==> src/rtl/dsp_axis_pkg.sv <==
// dsp_axis_pkg: shared stream defaults and beat layout for the FIR and the TID demux
package dsp_axis_pkg;
  localparam int N_CHANNELS_DEFAULT = 4;
  localparam int DATA_WIDTH_DEFAULT = 16;
  function automatic int tid_width(input int n);
    return n > 1 ? $clog2(n) : 1;
  endfunction
  localparam int TID_WIDTH_DEFAULT = tid_width(N_CHANNELS_DEFAULT);
  typedef struct packed {
    logic [DATA_WIDTH_DEFAULT-1:0] data;
    logic                          last;
    logic [TID_WIDTH_DEFAULT-1:0]  id;
  } axis_beat_t;
endpackage

==> src/rtl/axis_chan_fifo.sv <==
// axis_chan_fifo: first-word-fall-through FIFO with wrap-bit pointers and exposed level
module axis_chan_fifo #(
  parameter int DEPTH = 8,
  parameter int WIDTH = 17,
  parameter int LVL_W = $clog2(DEPTH) + 1
) (
  input  logic             aclk,
  input  logic             aresetn,
  input  logic             push,
  input  logic [WIDTH-1:0] din,
  input  logic             pop,
  output logic [WIDTH-1:0] dout,
  output logic             full,
  output logic             empty,
  output logic [LVL_W-1:0] level
);
  localparam int AW = LVL_W - 1;
  logic [WIDTH-1:0] mem [DEPTH];
  logic [LVL_W-1:0] wr_ptr, rd_ptr;
  logic             wr_en, rd_en;
  assign empty = wr_ptr == rd_ptr;
  assign full  = (wr_ptr[AW] != rd_ptr[AW]) && (wr_ptr[AW-1:0] == rd_ptr[AW-1:0]);
  assign level = wr_ptr - rd_ptr;
  assign dout  = mem[rd_ptr[AW-1:0]];
  assign wr_en = push && !full;
  assign rd_en = pop && !empty;
  // pointer update; reset flushes contents by realigning both pointers
  always_ff @(posedge aclk) begin
    if (!aresetn) begin
      wr_ptr <= '0;
      rd_ptr <= '0;
    end else begin
      wr_ptr <= wr_en ? wr_ptr + LVL_W'(1) : wr_ptr;
      rd_ptr <= rd_en ? rd_ptr + LVL_W'(1) : rd_ptr;
    end
  end
  // storage write, no reset needed since empty masks stale entries
  always_ff @(posedge aclk) begin
    if (wr_en) mem[wr_ptr[AW-1:0]] <= din;
  end
endmodule

==> src/rtl/axis_tid_demux.sv <==
// axis_tid_demux: routes a TID-tagged AXI-Stream into per-channel FWFT FIFOs, dropping bad TIDs
module axis_tid_demux
  import dsp_axis_pkg::*;
#(
  parameter int N_CHANNELS = N_CHANNELS_DEFAULT,
  parameter int DATA_WIDTH = DATA_WIDTH_DEFAULT,
  parameter int TID_WIDTH  = tid_width(N_CHANNELS),
  parameter int FIFO_DEPTH = 8,
  parameter int LVL_W      = $clog2(FIFO_DEPTH) + 1
) (
  input  logic                             aclk,
  input  logic                             aresetn,
  input  logic                             s_axis_tvalid,
  output logic                             s_axis_tready,
  input  logic [DATA_WIDTH-1:0]            s_axis_tdata,
  input  logic [TID_WIDTH-1:0]             s_axis_tid,
  input  logic                             s_axis_tlast,
  output logic [N_CHANNELS-1:0]            m_axis_tvalid,
  input  logic [N_CHANNELS-1:0]            m_axis_tready,
  output logic [N_CHANNELS*DATA_WIDTH-1:0] m_axis_tdata,
  output logic [N_CHANNELS-1:0]            m_axis_tlast,
  output logic [N_CHANNELS*LVL_W-1:0]      fifo_level,
  output logic [N_CHANNELS-1:0]            frame_done,
  output logic                             bad_tid_err,
  output logic [15:0]                      drop_count,
  input  logic                             err_clear
);
  logic [N_CHANNELS-1:0] sel, full, empty, push, pop, last;
  logic                  bad_evt;
  assign bad_evt       = s_axis_tvalid && (32'(s_axis_tid) >= N_CHANNELS);
  assign s_axis_tready = ~|(sel & full);
  assign push          = {N_CHANNELS{s_axis_tvalid}} & sel & ~full;
  assign m_axis_tvalid = ~empty;
  assign pop           = m_axis_tvalid & m_axis_tready;
  assign m_axis_tlast  = last;
  genvar c;
  generate
    for (c = 0; c < N_CHANNELS; c++) begin : g_ch
      logic [DATA_WIDTH:0] head;
      assign sel[c] = s_axis_tid == TID_WIDTH'(c);
      assign last[c] = head[DATA_WIDTH];
      assign m_axis_tdata[c*DATA_WIDTH +: DATA_WIDTH] = head[DATA_WIDTH-1:0];
      axis_chan_fifo #(
        .DEPTH(FIFO_DEPTH),
        .WIDTH(DATA_WIDTH + 1),
        .LVL_W(LVL_W)
      ) u_fifo (
        .aclk   (aclk),
        .aresetn(aresetn),
        .push   (push[c]),
        .din    ({s_axis_tlast, s_axis_tdata}),
        .pop    (pop[c]),
        .dout   (head),
        .full   (full[c]),
        .empty  (empty[c]),
        .level  (fifo_level[c*LVL_W +: LVL_W])
      );
    end
  endgenerate
  // frame end pulse, one cycle after a tlast beat leaves its channel
  always_ff @(posedge aclk) begin
    frame_done <= !aresetn ? '0 : pop & last;
  end
  // sticky bad-TID flag and saturating drop counter; clear wins over a same-cycle drop
  always_ff @(posedge aclk) begin
    if (!aresetn || err_clear) begin
      bad_tid_err <= 1'b0;
      drop_count  <= '0;
    end else if (bad_evt) begin
      bad_tid_err <= 1'b1;
      drop_count  <= drop_count + 16'(drop_count != 16'hFFFF);
    end
  end
endmodule

==> config.mk <==
export PLATFORM = sky130hd
export DESIGN_NAME = axis_tid_demux
export DESIGN_NICKNAME = d
export VERILOG_FILES = /design/src/rtl/dsp_axis_pkg.sv /design/src/rtl/axis_chan_fifo.sv /design/src/rtl/axis_tid_demux.sv
export SDC_FILE = /design/constraint.sdc
export NUM_CORES = 1
export LEC_CHECK = 0
export ABC_AREA = 1
export BUFFER_PORTS_ARGS = -buffer_cell sky130_fd_sc_hd__buf_2
export CAP_MARGIN = 10
export CELL_PAD_IN_SITES_DETAIL_PLACEMENT = 1
export CELL_PAD_IN_SITES_GLOBAL_PLACEMENT = 1
export CORE_ASPECT_RATIO = 0.5
export CORE_UTILIZATION = 49
export DETAILED_ROUTE_END_ITERATION = 16
export PLACE_DENSITY = 0.89
export SETUP_SLACK_MARGIN = 0.3
export SYNTH_ARGS = -nofsm -noshare
export SYNTH_HDL_FRONTEND = slang
export SYNTH_SLANG_ARGS = --single-unit
export TNS_END_PERCENT = 20
==> constraint.sdc <==
create_clock -name aclk -period 3.95 [get_ports aclk]
set_input_delay 0.395 -clock aclk [delete_from_list [all_inputs] [get_ports aclk]]
set_output_delay 0.395 -clock aclk [all_outputs]
set_load 0.02 [all_outputs]
==> out/results.txt <==
The run finished with clean final reports. The biggest fanout along the worst timing path is 68, and the share of layout cells above drive strength 1 is 13.35%. The post-CTS setup-driven buffer insertion count came out at 0. The part of the total power dissipated in combinational logic is 17.1%, and the post-synthesis average cell area is 11.78 um^2. Registers are responsible for 47.9% of the overall power. Compared with the post-synthesis result, the final layout area differs by 11.89%.

The tools report the count of filler cells inserted in the layout as 5012. Setup repair after global routing left no endpoint under its margin. The top flip-flop cell by instance count after synthesis is sky130_fd_sc_hd__edfxtp_1. The tools report the site row count as 57.

The layout net count was 2228; the switching power as a share of total power was 29.62%. The areal power density over the cells is 538.8 nW/um^2, and the clock-pin slew on the worst setup and hold paths is 70 ps. The slew at the pin closest to its max-slew limit is 1192 ps, and the residual antenna-violating net count after detailed routing is 0. TritonCTS built the clock tree. The number of violations reported at the end of detailed-routing iteration 0 is 2074, and the core area is 48640 um^2.

The cell area after technology mapping was 24190 um^2; the number of detailed-routing iterations run before antenna repair was 5. The via count of the first global-routing pass was 18870; the global-route wire length before repair was 115.2 mm. After clock tree synthesis, the flow added hold-fix buffers numbering 0.

Measured against its own limit, the worst slew margin works out to 20.50%. The total wirelength of the detailed-routed design is 76.54 mm, and the count of warnings emitted by yosys is 0. At the end of routability-driven placement, the weighted congestion stood at 0.7818. The tools report the number of failing hold endpoints at the final stage as 0.

For the arrival time of the worst setup path, the log shows 2850 ps. Leaving out fill and tap cells, the most frequent cell in the layout is sky130_fd_sc_hd__edfxtp_1. The portion of synthesized cell area occupied by the leading cell type is 67.54%.

The number of sinks handled by clock tree synthesis is 592, and the flip-flop and latch count after synthesis is 592. Once the floorplan was initialized, standard cells occupied 49.73% of the core. The via count of the routed design was 17630; the post-CTS resize count was 0.

The signal on the critical path passes through inv_2, o21ai_0, o21ai_1, nand2_1, nand2_1, buf_2. The top cell types in the final layout, fill and taps aside, are sky130_fd_sc_hd__edfxtp_1, sky130_fd_sc_hd__nor2_1, sky130_fd_sc_hd__nand2_1. After routing, the total negative slack on setup checks comes to 0 ps. The required time at the worst-slack endpoint was 3560 ps. The tools report the worst supply voltage drop on vdd as 345.2 uV. For this run, the top clock speed supported by timing is 308.4 MHz. The critical path in this run is classified as reg -> out. The number of levels the H-tree was split into was 2. For this run, the slowest stage of the critical path takes 830 ps. Synthesis handed over a netlist of 2054 instances. In the routed design, unresolved DRC markers number 0. For this run, asynchronously set or reset flops after synthesis account for 0%.

Measured along the y axis, the die boundary spans 159.1 um. The x dimension of the die is 316.2 um, and the part of the cycle the worst path needs is 82.09%. Max-slew violation count: 0. The clock arrives with 20.69 ps of skew. The slowest library cell on the worst path was sky130_fd_sc_hd__inv_2. At the later pin of the worst-skew pair, clock insertion delay measures 600 ps. After detailed routing, the average wire length per cell comes to 26.69 um.

The minimum period implied by the final worst setup slack is 3243 ps. The largest total area in the synthesized netlist belongs to sky130_fd_sc_hd__edfxtp_1. Across every metal layer, demand over resource in global routing totals 30.30%. No sink is reached through more buffers than the 3 on the longest clock path.

The root buffer cell chosen for the clock tree is sky130_fd_sc_hd__clkbuf_16. Ratio of routed vias to standard cells: 6.146. Setup violations remaining at the end of the flow were counted as 0. The type of destination of the critical path is an output pin. The run gives 2 as the initial antenna violation count. The tool flagged a number of max-cap violations equal to 0. In this run, synthesis inferred 544 flip-flops with an integrated enable. The largest net degree at the start of global routing was 69. Startpoint kind of the worst setup timing path: a flip-flop.

The logs give 0 for the overall overflow remaining after global route and 10.26 mW for the cell-internal power. The worst hold path belongs to the class in -> reg. The count of unique library cells instantiated by Yosys is 32.

Summing the sequential cell areas from Yosys gives 71.51% of the chip area. The clock network power share was 35.0%. The logs give 52 for the total clock buffers created by CTS and 14.58 mW for the total power.

The total half-perimeter wirelength after legalization and detailed placement was 40.54 mm. Summed over all cells, the static leakage comes to 9.725 nW. The finished layout holds 2868 standard cells, fillers aside. Sorting the synthesized cells by area gives the leading types as sky130_fd_sc_hd__edfxtp_1, sky130_fd_sc_hd__nor2_1, sky130_fd_sc_hd__o21ai_0.

Pin placement for this block handled 137 I/O pins. The logs give 4.319 mW for the net switching power figure and 50310 um^2 for the die outline area. On the final layout, the worst hold slack is 98.11 ps. Most frequent cell on the critical path: sky130_fd_sc_hd__nand2_1.

The instance count after placement with tap cells included was 2772; the number of port buffers was 118.
-- through the flow --
step           util [%]  instance area [um^2]  setup slack, ps
6_report          55.64                 27060            707.4
5_1_grt           55.64                 27060            659.4
4_1_cts           55.63                 27060            772.4
3_5_place_dp      52.31                 25440             1506
3_3_place_gp      52.31                 25440             1610
2_1_floorplan         -                 24250             1050
-- path summary, 6_finish.rpt --
kind,start,end,slack (ps),depth (start not counted)
setup / recovery,flip-flop,m_axis_tdata[16],710,6
hold / removal,m_axis_tready[1],g_ch[1].u_fifo.rd_ptr[3],100,3
setup reg to reg,g_ch[3].u_fifo.wr_ptr[0],g_ch[3].u_fifo.mem[1][13],1180,8
hold reg to reg,g_ch[2].u_fifo.wr_ptr[3],g_ch[2].u_fifo.wr_ptr[3],530,2
-- cells by family (layout without fill, tap and decap cells) --
family,after synthesis,in the layout,synth area share [%]
adders and majority gates,24,24,1.366
xor gates and xnor gates,16,16,0.5794
DFF,592,592,71.51
other,1,18,0.01550
and+or+nand+nor,789,789,13.28
buffers and inverters,208,356,4.113
AOI/OAI and AO/OA,424,424,9.136
-- sequential cells by signal, indices dropped and copies added, names as in the netlist, named ones only --
name / flops
g_ch.u_fifo.wr_ptr: 16
g_ch.u_fifo.mem: 544
g_ch.u_fifo.rd_ptr: 16
frame_done: 4
-- critical path: cells and delay by family, from the launching register on --
family / cells / cell delay, ps
buf+inv: 2 / 1020
flops: 1 / 330
compound gates: 2 / 530
simple gates: 2 / 330
-- metal layers --
metal  part of all wire [%]  wire (um)  vias to the layer above  track usage, %
met3                    7.7       5919                      286           4.572
li1                       -          -                     7398               -
met4                    5.1       3902                        0           15.38
met1                     36      27540                     8842           36.55
met2                     51      39180                     1101           52.94
met5                      0          0                        -               0
-- cells in the mapped netlist, types with 4 or more instances --
master                     instances
sky130_fd_sc_hd__o21ai_1          84
sky130_fd_sc_hd__nand2_2          12
sky130_fd_sc_hd__clkbuf_1         43
sky130_fd_sc_hd__edfxtp_1        544
sky130_fd_sc_hd__buf_1             4
sky130_fd_sc_hd__buf_4            33
sky130_fd_sc_hd__nor2_1          367
sky130_fd_sc_hd__inv_1            82
sky130_fd_sc_hd__buf_2            24
sky130_fd_sc_hd__fa_1              4
sky130_fd_sc_hd__o21ai_0         251
sky130_fd_sc_hd__xnor2_1           4
sky130_fd_sc_hd__nand4_1          10
sky130_fd_sc_hd__nand3_1          49
sky130_fd_sc_hd__nand2_1         322
sky130_fd_sc_hd__xor2_1           12
sky130_fd_sc_hd__o22ai_1          64
sky130_fd_sc_hd__dfxtp_1          48
sky130_fd_sc_hd__inv_2            14
sky130_fd_sc_hd__buf_6             8
sky130_fd_sc_hd__a21oi_1          23
sky130_fd_sc_hd__nor3_1           14
sky130_fd_sc_hd__ha_1             20
-- power by group through the flow --
stage | Sequential [mW] | Combinational [mW] | Clock [mW]
floorplan | 7.08 | 1.56 | 0
global placement | 7.11 | 2.16 | 0
detailed placement | 7.11 | 2.33 | 0
CTS | 6.98 | 2.47 | 5.09
global route | 6.99 | 2.66 | 5.29
finish | 6.98 | 2.50 | 5.10
-- final cells by class --
class	count	area, um^2	share of cell area, %
multi-input combinational	1270	6026	22.27
timing repair buffer	165	943.4	3.486
sequential	592	17300	63.93
clock inverter	10	80.08	0.2959
tap	649	812.0	3.001
inverter	96	360.3	1.332
clock buffer	85	1536	5.678
antenna	1	2.502	0.009247
Power figures use the tool's default switching activity.
